<file path="config.mk">
export PLATFORM = sky130hd
export DESIGN_NAME = gcd_datapath_flat
export DESIGN_NICKNAME = d
export VERILOG_FILES = /design/src/rtl/gcd_datapath_if.sv /design/src/rtl/gcd_datapath.sv /design/src/flat_wrapper.sv
export SDC_FILE = /design/constraint.sdc
export NUM_CORES = 1
export LEC_CHECK = 0
export ABC_AREA = 1
export CAP_MARGIN = 0
export CORE_MARGIN = 2
export CORE_UTILIZATION = 54
export CTS_CLUSTER_DIAMETER = 30
export DETAILED_ROUTE_END_ITERATION = 7
export PLACE_DENSITY = 0.83
export REMOVE_ABC_BUFFERS = 1
export SETUP_SLACK_MARGIN = 0.3
export SYNTH_ARGS = -nofsm -noshare
export SYNTH_HDL_FRONTEND = slang
export SYNTH_SLANG_ARGS = --single-unit
</file>
<file path="constraint.sdc">
create_clock -name clock -period 2.03 [get_ports clock]
set_input_delay 0.406 -clock clock [delete_from_list [all_inputs] [get_ports clock]]
set_output_delay 0.406 -clock clock [all_outputs]
set_load 0.005 [all_outputs]
</file>
<file path="src/rtl/gcd_datapath_if.sv">
// rtl/gcd_datapath_if.sv - controller/datapath strobe and status bundle for the GCD unit
interface gcd_datapath_if #(
   parameter int WIDTH = 8,
   parameter int CW    = 8
);
   logic [WIDTH-1:0] data_in;
   logic             loada;
   logic             loadb;
   logic             loadp;
   logic             clearp;
   logic             sel1;
   logic             sel2;
   logic             selb;
   logic             done;
   logic             eq;
   logic             lt;
   logic             gt;
   logic [WIDTH-1:0] gcd_out;
   logic [CW-1:0]    iter_count;
   logic             result_valid;
   logic             zero_err;

   modport master (
      output data_in, loada, loadb, loadp, clearp, sel1, sel2, selb, done,
      input  eq, lt, gt, gcd_out, iter_count, result_valid, zero_err
   );

   modport slave (
      input  data_in, loada, loadb, loadp, clearp, sel1, sel2, selb, done,
      output eq, lt, gt, gcd_out, iter_count, result_valid, zero_err
   );
endinterface

</file>
<file path="src/rtl/gcd_datapath.sv">
// rtl/gcd_datapath.sv - GCD operand registers, subtractor, step counter, comparator and result capture
module gcd_datapath #(
   parameter int WIDTH = 8,
   parameter int CW    = 8
) (
   input  logic         clock,
   input  logic         resetn,
   gcd_datapath_if.slave bus
);
   localparam logic [CW-1:0] P_MAX = '1;
   localparam logic [CW-1:0] P_ONE = {{(CW-1){1'b0}}, 1'b1};

   logic [WIDTH-1:0] a;
   logic [WIDTH-1:0] b;
   logic [CW-1:0]    p;
   logic [WIDTH-1:0] diff;
   logic [WIDTH-1:0] subtrahend;
   logic [WIDTH-1:0] gcd_q;
   logic             done_q;
   logic             valid_q;
   logic             zero_q;
   logic             capture;

   // sel2 is deliberately unused: sel1=0 always means B-A
   always_comb begin
      diff       = bus.sel1 ? (a - b) : (b - a);
      subtrahend = bus.sel1 ? b : a;
      capture    = bus.done & ~done_q;
   end

   always_ff @(posedge clock or negedge resetn) begin
      if (!resetn) begin
         a       <= '0;
         b       <= '0;
         p       <= '0;
         gcd_q   <= '0;
         done_q  <= 1'b0;
         valid_q <= 1'b0;
         zero_q  <= 1'b0;
      end else begin
         if (bus.loada)
            a <= bus.sel1 ? diff : bus.data_in;
         if (bus.loadb)
            b <= bus.selb ? bus.data_in : diff;

         if (bus.clearp)
            p <= '0;
         else if (bus.loadp && (p != P_MAX))
            p <= p + P_ONE;

         if (bus.clearp)
            zero_q <= 1'b0;
         else if (bus.loadp && (subtrahend == '0))
            zero_q <= 1'b1;

         done_q  <= bus.done;
         valid_q <= capture;
         if (capture)
            gcd_q <= a;
      end
   end

   assign bus.eq           = (a == b);
   assign bus.lt           = (a < b);
   assign bus.gt           = (a > b);
   assign bus.gcd_out      = gcd_q;
   assign bus.iter_count   = p;
   assign bus.result_valid = valid_q;
   assign bus.zero_err     = zero_q;
endmodule

</file>
<file path="src/flat_wrapper.sv">
// flat-port wrapper written by rule: the top's interface ports become plain ports
module gcd_datapath_flat 
#(
   parameter int WIDTH = 8,
   parameter int CW    = 8
)
  (clock, resetn, bus_data_in, bus_loada, bus_loadb, bus_loadp, bus_clearp, bus_sel1, bus_sel2, bus_selb, bus_done, bus_eq, bus_lt, bus_gt, bus_gcd_out, bus_iter_count, bus_result_valid, bus_zero_err);
  gcd_datapath_if #(.WIDTH(WIDTH), .CW(CW)) bus_i ();
  input  logic clock;
  input  logic resetn;
  input wire logic [$bits(bus_i.data_in)-1:0] bus_data_in;
  input wire logic [$bits(bus_i.loada)-1:0] bus_loada;
  input wire logic [$bits(bus_i.loadb)-1:0] bus_loadb;
  input wire logic [$bits(bus_i.loadp)-1:0] bus_loadp;
  input wire logic [$bits(bus_i.clearp)-1:0] bus_clearp;
  input wire logic [$bits(bus_i.sel1)-1:0] bus_sel1;
  input wire logic [$bits(bus_i.sel2)-1:0] bus_sel2;
  input wire logic [$bits(bus_i.selb)-1:0] bus_selb;
  input wire logic [$bits(bus_i.done)-1:0] bus_done;
  output wire logic [$bits(bus_i.eq)-1:0] bus_eq;
  output wire logic [$bits(bus_i.lt)-1:0] bus_lt;
  output wire logic [$bits(bus_i.gt)-1:0] bus_gt;
  output wire logic [$bits(bus_i.gcd_out)-1:0] bus_gcd_out;
  output wire logic [$bits(bus_i.iter_count)-1:0] bus_iter_count;
  output wire logic [$bits(bus_i.result_valid)-1:0] bus_result_valid;
  output wire logic [$bits(bus_i.zero_err)-1:0] bus_zero_err;
  assign bus_i.data_in = bus_data_in;
  assign bus_i.loada = bus_loada;
  assign bus_i.loadb = bus_loadb;
  assign bus_i.loadp = bus_loadp;
  assign bus_i.clearp = bus_clearp;
  assign bus_i.sel1 = bus_sel1;
  assign bus_i.sel2 = bus_sel2;
  assign bus_i.selb = bus_selb;
  assign bus_i.done = bus_done;
  assign bus_eq = bus_i.eq;
  assign bus_lt = bus_i.lt;
  assign bus_gt = bus_i.gt;
  assign bus_gcd_out = bus_i.gcd_out;
  assign bus_iter_count = bus_i.iter_count;
  assign bus_result_valid = bus_i.result_valid;
  assign bus_zero_err = bus_i.zero_err;
  gcd_datapath #(.WIDTH(WIDTH), .CW(CW)) u_core (.clock(clock), .resetn(resetn), .bus(bus_i));
endmodule
</file>
==> results of run 1 <==
-- repair_timing --
item,CTS,global route
pin swaps,20,14
endpoints found under the setup margin,13,19
resized for setup,55,26
setup buffers,9,6
-- layout make-up --
class                      count  area, um2
clock buffer                   5       68.8
clock inverter                 3       43.8
fill                         265        766
inverter                      61        231
multi-input combinational    239       1480
sequential                    35        876
tap                           52       65.1
timing repair buffer          91        795
-- power by group through the flow --
stage	clock network (mW)	registers, mW	logic, mW
after global routing	0.678	0.937	2.78
final	0.652	0.924	2.58
after floorplan	0	0.930	1.06
after CTS	0.652	0.914	2.21
after global placement	0	0.910	1.85
after detailed placement	0	0.917	1.90
-- layer usage --
layer	global-route usage [%]	vias up
met1	40.3	1249
met3	7.98	70
li1	-	1261
met2	54.4	194
met5	0	-
met4	17.6	0
-- cell usage in the layout, fill, tap and decap left out, types with 8 or more instances in the layout --
master and instances:
a21oi_1 20, dfrtp_1 35, nand2_1 86, nand2_2 16, inv_2 9, buf_6 9, nor2_1 17, o21ai_0 23
buf_4 45, clkdlybuf4s50_1 34, ha_1 8, nand3_1 15, inv_1 49
-- kinds of logic after synthesis --
family                     count (synthesis)  share of synthesized area [%]
DFF                                       35                           36.5
buffers and inverters                     67                           10.6
adders and majority gates                 20                           11.1
AOI/OAI and AO/OA                         60                           13.4
and+or+nand+nor                          157                           27.7
xor gates and xnor gates                   2                          0.730
-- per-stage QoR --
stage | cell area, um2 | power, mW | setup TNS [ps] | utilization, %
after CTS | 3430 | 3.77 | -301 | 79.3
after floorplan | 2370 | 1.99 | 0 | -
after detailed placement | 3100 | 2.82 | -656 | 71.7
after global routing | 3560 | 4.39 | -834 | 82.3
final | 3560 | 4.16 | -371 | 82.3
after global placement | 3100 | 2.76 | -564 | 71.7
-- worst max-delay path, delay by kind of cell, from the launching register on --
kind / cells / cell delay, ps
buffers and inverters: 8 / 650
adders and majority gates: 2 / 510
and+or+nand+nor: 7 / 480
DFF: 1 / 380
-- sequential cells by signal (all words and copies together), names as in the netlist --
| signal | flops |
|---|---|
| u_core.bus.zero_err | 1 |
| u_core.b | 8 |
| u_core.done_q | 1 |
| u_core.a | 8 |
| u_core.bus.gcd_out | 8 |
| u_core.bus.iter_count | 8 |
| u_core.bus.result_valid | 1 |
-- worst max-delay path by stage --
stage / end / cells after the start / slack (ps)
6_report: u_core.b[6] / 17 / -110
5_1_grt: u_core.b[6] / 18 / -200
4_1_cts: bus_gt / 9 / -120
3_5_place_dp: bus_gt / 9 / -310
3_3_place_gp: bus_gt / 8 / -260
2_1_floorplan: bus_gt / 8 / 190
==> impl_metrics.json, run 1 <==
{
  "hold_path_depth": 1,
  "rows": 24,
  "synthDistinctLibCells": 28,
  "gr-total-overflow": 0,
  "start_util_pct": 55.5,
  "cts_made_buffers": 5,
  "crit_slowest_cell": "dfrtp_1",
  "worstSetupEndpointType": "flip-flop",
  "fmax_mhz": 467,
  "routed_wl_um": 8310,
  "ys_top_cells_by_count": "nand2_1 (102), inv_1 (58), dfrtp_1 (35)",
  "hold_start": "u_core.done_q",
  "cp_cell_sequence": "inv_2 -> ha_4 -> fa_2 -> inv_2 -> buf_6 -> buf_6 -> buf_6 -> buf_6 -> buf_6 -> buf_6 -> nand2_4 -> nand4_1 -> nand2_1 -> nand2_1 -> nand3_1 -> nand2_1 -> nand2_1",
  "yosysTopAreaCell": "dfrtp_1",
  "synth.top_cell.area_share_pct": 36.5,
  "hold-path-endpoint": "u_core.bus.result_valid",
  "r2r-end": "u_core.b[6]",
  "synth_area_leaders": "dfrtp_1 (37%), nand2_1 (16%), ha_1 (9.4%), inv_1 (9.1%), o21ai_0 (5.6%)",
  "min_period_ps": 2140,
  "setup_viol": 6,
  "cp_max_fo": 2,
  "reg2reg_slack_ps": -110,
  "met1_length_um": 3060,
  "power_per_cell_area_nw_per_um2": 1170,
  "first_iter_violations": 333,
  "cts.reportedPaths.clkPinSlew_ps": 80,
  "ioPinCount": 39,
  "arrival_ps": 2330,
  "io_buffers": 37,
  "finalHoldViolations": 0,
  "setup_slack_ps": -112,
  "stdcell_count": 486,
  "holdWs_ps": 413,
  "htreeDepth": 2,
  "yosysMostFrequentCell": "nand2_1",
  "die_h_um": 70.6,
  "hold_class": "flip-flop to flip-flop",
  "synthArstFlopShare_pct": 100,
  "cap_violations": 0,
  "vias": 2774,
  "status": "complete, but fails checks",
  "synth-edff-count": 0,
  "first_pass_iters": 8,
  "p_sw_share_pct": 43.0,
  "tightest_slew_ps": 459,
  "p_int_mw": 2.37,
  "hpwl_um": 5000,
  "fin_crit_sh_pct": 105,
  "grt_usage_pct": 33.1,
  "layout-drive-gt1-share_pct": 27.6,
  "grt_pass1_wl_um": 12800,
  "clk_latency_ps": 300,
  "viasPerCell": 5.71,
  "r2r_start": "u_core.a[0]",
  "p_sw_mw": 1.79,
  "drc_errors": 0,
  "ctsHoldBuffers": 0,
  "topRoutingLayerUsed": "met4",
  "drv_slew": 0,
  "skew_ps": 8.83,
  "yosys_warnings": 0,
  "ys.flop_type": "dfrtp_1",
  "yosysSeqAreaShare_pct": 36.5,
  "ir_drop_mv": 0.675,
  "slew_headroom_pct": 69.3,
  "syn_area_per_cell_um2": 7.03,
  "dp_cells": 463,
  "cts_num_sinks": 35,
  "antenna_found_initial": 0,
  "die_w_um": 70.6,
  "worstPathRequired_ps": 2220,
  "violations": "negative setup slack",
  "rsz0062_at_grt": "true",
  "grt_max_degree": 36,
  "cp_slowest_stage_delay_ps": 380,
  "netlist_instances": 341,
  "cts_root_buffer": "clkbuf_8",
  "r2r_cells": 17,
  "antenna_cells": 0,
  "met2_length_um": 3870,
  "seqPwrFrac_pct": 22.2,
  "first_global_vias": 2672,
  "wl_met3_um": 786,
  "synth.cell_area_um2": 2400,
  "cp_common_cell": "buf_6",
  "coreArea_um2": 4320,
  "crit_type": "flip-flop to flip-flop",
  "synthToLayoutAreaGrowth_pct": 48.4,
  "synth_seq_cells": 35,
  "nets": 471,
  "gp_routability_congestion": 0.933,
  "cts_tree": "built",
  "leakage_nw": 1.79,
  "power_frac_clock_pct": 15.7,
  "routedWlPerCell_um": 17.1,
  "cp-start-kind": "flip-flop",
  "postRouteAntennaNets": 0,
  "clockBufferDepth": 2,
  "comb_power_share_pct": 62.1,
  "die_area_um2": 4990,
  "place_ws_ps": -308,
  "crit_start": "u_core.a[0]"
}
Power figures use the tool's default switching activity.
==> run 2: changes to the inputs <==
CORE_ASPECT_RATIO = 0.6   (was default)
CORE_UTILIZATION = 55   (was 54)
CTS_BUF_LIST = sky130_fd_sc_hd__clkbuf_8   (was default)
CTS_CLUSTER_SIZE = 24   (was default)
PLACE_DENSITY = 0.84   (was 0.83)
==> run 2 against run 1 <==
Compared with the run above: the run still ends with negative setup slack left; utilization rose by 6.3 points; routed wire length rose by 4.9%; largest cell class unchanged; flip-flop and latch count did not move; setup slack got worse by 130 ps.
==> impl_metrics.json, run 2 (same netlist as run 1, synthesis figures left out) <==
{
  "routedWlPerCell_um": 17.5,
  "die_h_um": 55.2,
  "hold_class": "flip-flop to flip-flop",
  "slew_headroom_pct": 68.0,
  "leakage_nw": 1.84,
  "setup_viol": 5,
  "dpl-instance-area_um2": 3130,
  "violations": "negative setup slack",
  "grt_max_degree": 36,
  "coreArea_um2": 4140,
  "r2r_cells": 14,
  "tightest_slew_ps": 479,
  "first_iter_violations": 291,
  "crit_start": "u_core.b[0]",
  "finalHoldViolations": 0,
  "drc_errors": 0,
  "n_fill_cell": 209,
  "holdWs_ps": 419,
  "fin_util_pct": 88.6,
  "gp_routability_congestion": 0.981,
  "cp_max_fo": 2,
  "vias": 2958,
  "skew_ps": 4.92,
  "min_period_ps": 2270,
  "first_global_vias": 2395,
  "cts.reportedPaths.clkPinSlew_ps": 70,
  "finalInstanceArea_um2": 3670,
  "cts_num_sinks": 35,
  "viasPerCell": 5.94,
  "synthToLayoutAreaGrowth_pct": 53.0,
  "drv_slew": 0,
  "crit_end": "bus_lt",
  "r2r-end": "u_core.b[4]",
  "hpwl_um": 5200,
  "ioPinCount": 39,
  "status": "complete, but fails checks",
  "io_buffers": 37,
  "grt_pass1_wl_um": 11100,
  "antenna_cells": 0,
  "ir_drop_mv": 0.741,
  "final_common_cell": "nand2_1",
  "arrival_ps": 1870,
  "htreeDepth": 2,
  "cts_tree": "built",
  "rows": 18,
  "r2r_start": "u_core.b[0]",
  "power_per_cell_area_nw_per_um2": 1170,
  "fmax_mhz": 440,
  "start_util_pct": 57.9,
  "cts_made_buffers": 5,
  "crit_type": "flip-flop to primary output",
  "worstSetupEndpointType": "primary output",
  "rsz0062_at_grt": "true",
  "clockBufferDepth": 2,
  "cts_root_buffer": "clkbuf_8",
  "postRouteAntennaNets": 0,
  "cap_violations": 0,
  "final_cell_mix": "nand2_1 (77), buf_4 (49), inv_1 (46)",
  "die_w_um": 89.3,
  "fin_crit_sh_pct": 112,
  "first_pass_iters": 5,
  "layout-drive-gt1-share_pct": 31.5,
  "grt_usage_pct": 31.2,
  "worstPathRequired_ps": 1620,
  "setup_slack_ps": -243,
  "finalPower_mw": 4.30,
  "clk_latency_ps": 300,
  "cp-start-kind": "flip-flop",
  "die_area_um2": 4920,
  "gr-total-overflow": 0,
  "routed_wl_um": 8720,
  "antenna_found_initial": 0,
  "reg2reg_slack_ps": -40,
  "nets": 476
}
==> run 2: changes by cell type in the layout (fill, tap and decap cells not counted), sizes merged <==
cell / before / now
dlymetal6s2s: 0 / 1
clkbuf: 5 / 6
bufinv: 1 / 0
buf: 57 / 62
clkdlybuf4s50: 34 / 33
clkinv: 4 / 3
==> run 2: worst max-delay path, cell delays in order (launching register included) <==
cell     delay [ps]
dfrtp_1         400
buf_6           130
ha_4            150
fa_2            350
inv_2            90
nand2_2          80
nand3_4          70
a21oi_2          60
buf_4           130
buf_6           100
==> run 2: where the power goes <==
group / internal, mW / switching [mW]
Combinational: 1.31 / 1.53
Sequential: 0.830 / 0.0974
Clock: 0.266 / 0.271
Total: 2.40 / 1.90
==> run 2: layout make-up <==
type,count,area [um2],area share (%)
Clock buffer,6,82.6,2.25
Clock inverter,1,5.00,0.136
Inverter,61,234,6.38
Multi-Input combinational cell,239,1550,42.1
Sequential cell,35,876,23.9
Tap cell,60,75.1,2.05
Timing Repair Buffer,96,851,23.2
==> run 2: how the worst min path moves through the flow <==
stage	startpoint	to	depth (start not counted)
floorplan	resetn	u_core.a[0]	0
global placement	u_core.done_q	u_core.bus.result_valid	1
detailed placement	u_core.done_q	u_core.bus.result_valid	1
CTS	u_core.done_q	u_core.bus.result_valid	1
global route	u_core.done_q	u_core.bus.result_valid	1
finish	u_core.done_q	u_core.bus.result_valid	1
==> run 2: repair_timing <==
action | in CTS | in global routing
hold buffers | 0 | 0
setup endpoints to repair | 14 | 17
setup buffers | 8 | 9
pin swaps | 16 | 27
gates resized for setup | 49 | 58
==> run 2: per-stage QoR <==
stage / worst slack (ps) / TNS (ps) / instances
floorplan: 193 / 0 / 335
global placement: -252 / -560 / 474
detailed placement: -274 / -660 / 474
CTS: -190 / -375 / 489
global route: -275 / -997 / 498
finish: -243 / -653 / 498
==> run 2: metal layers <==
layer  track usage [%]  share of wire, %
met5                 0                 0
met4              10.4               4.2
met3              8.61                11
met2              52.3                46
met1              39.7                38
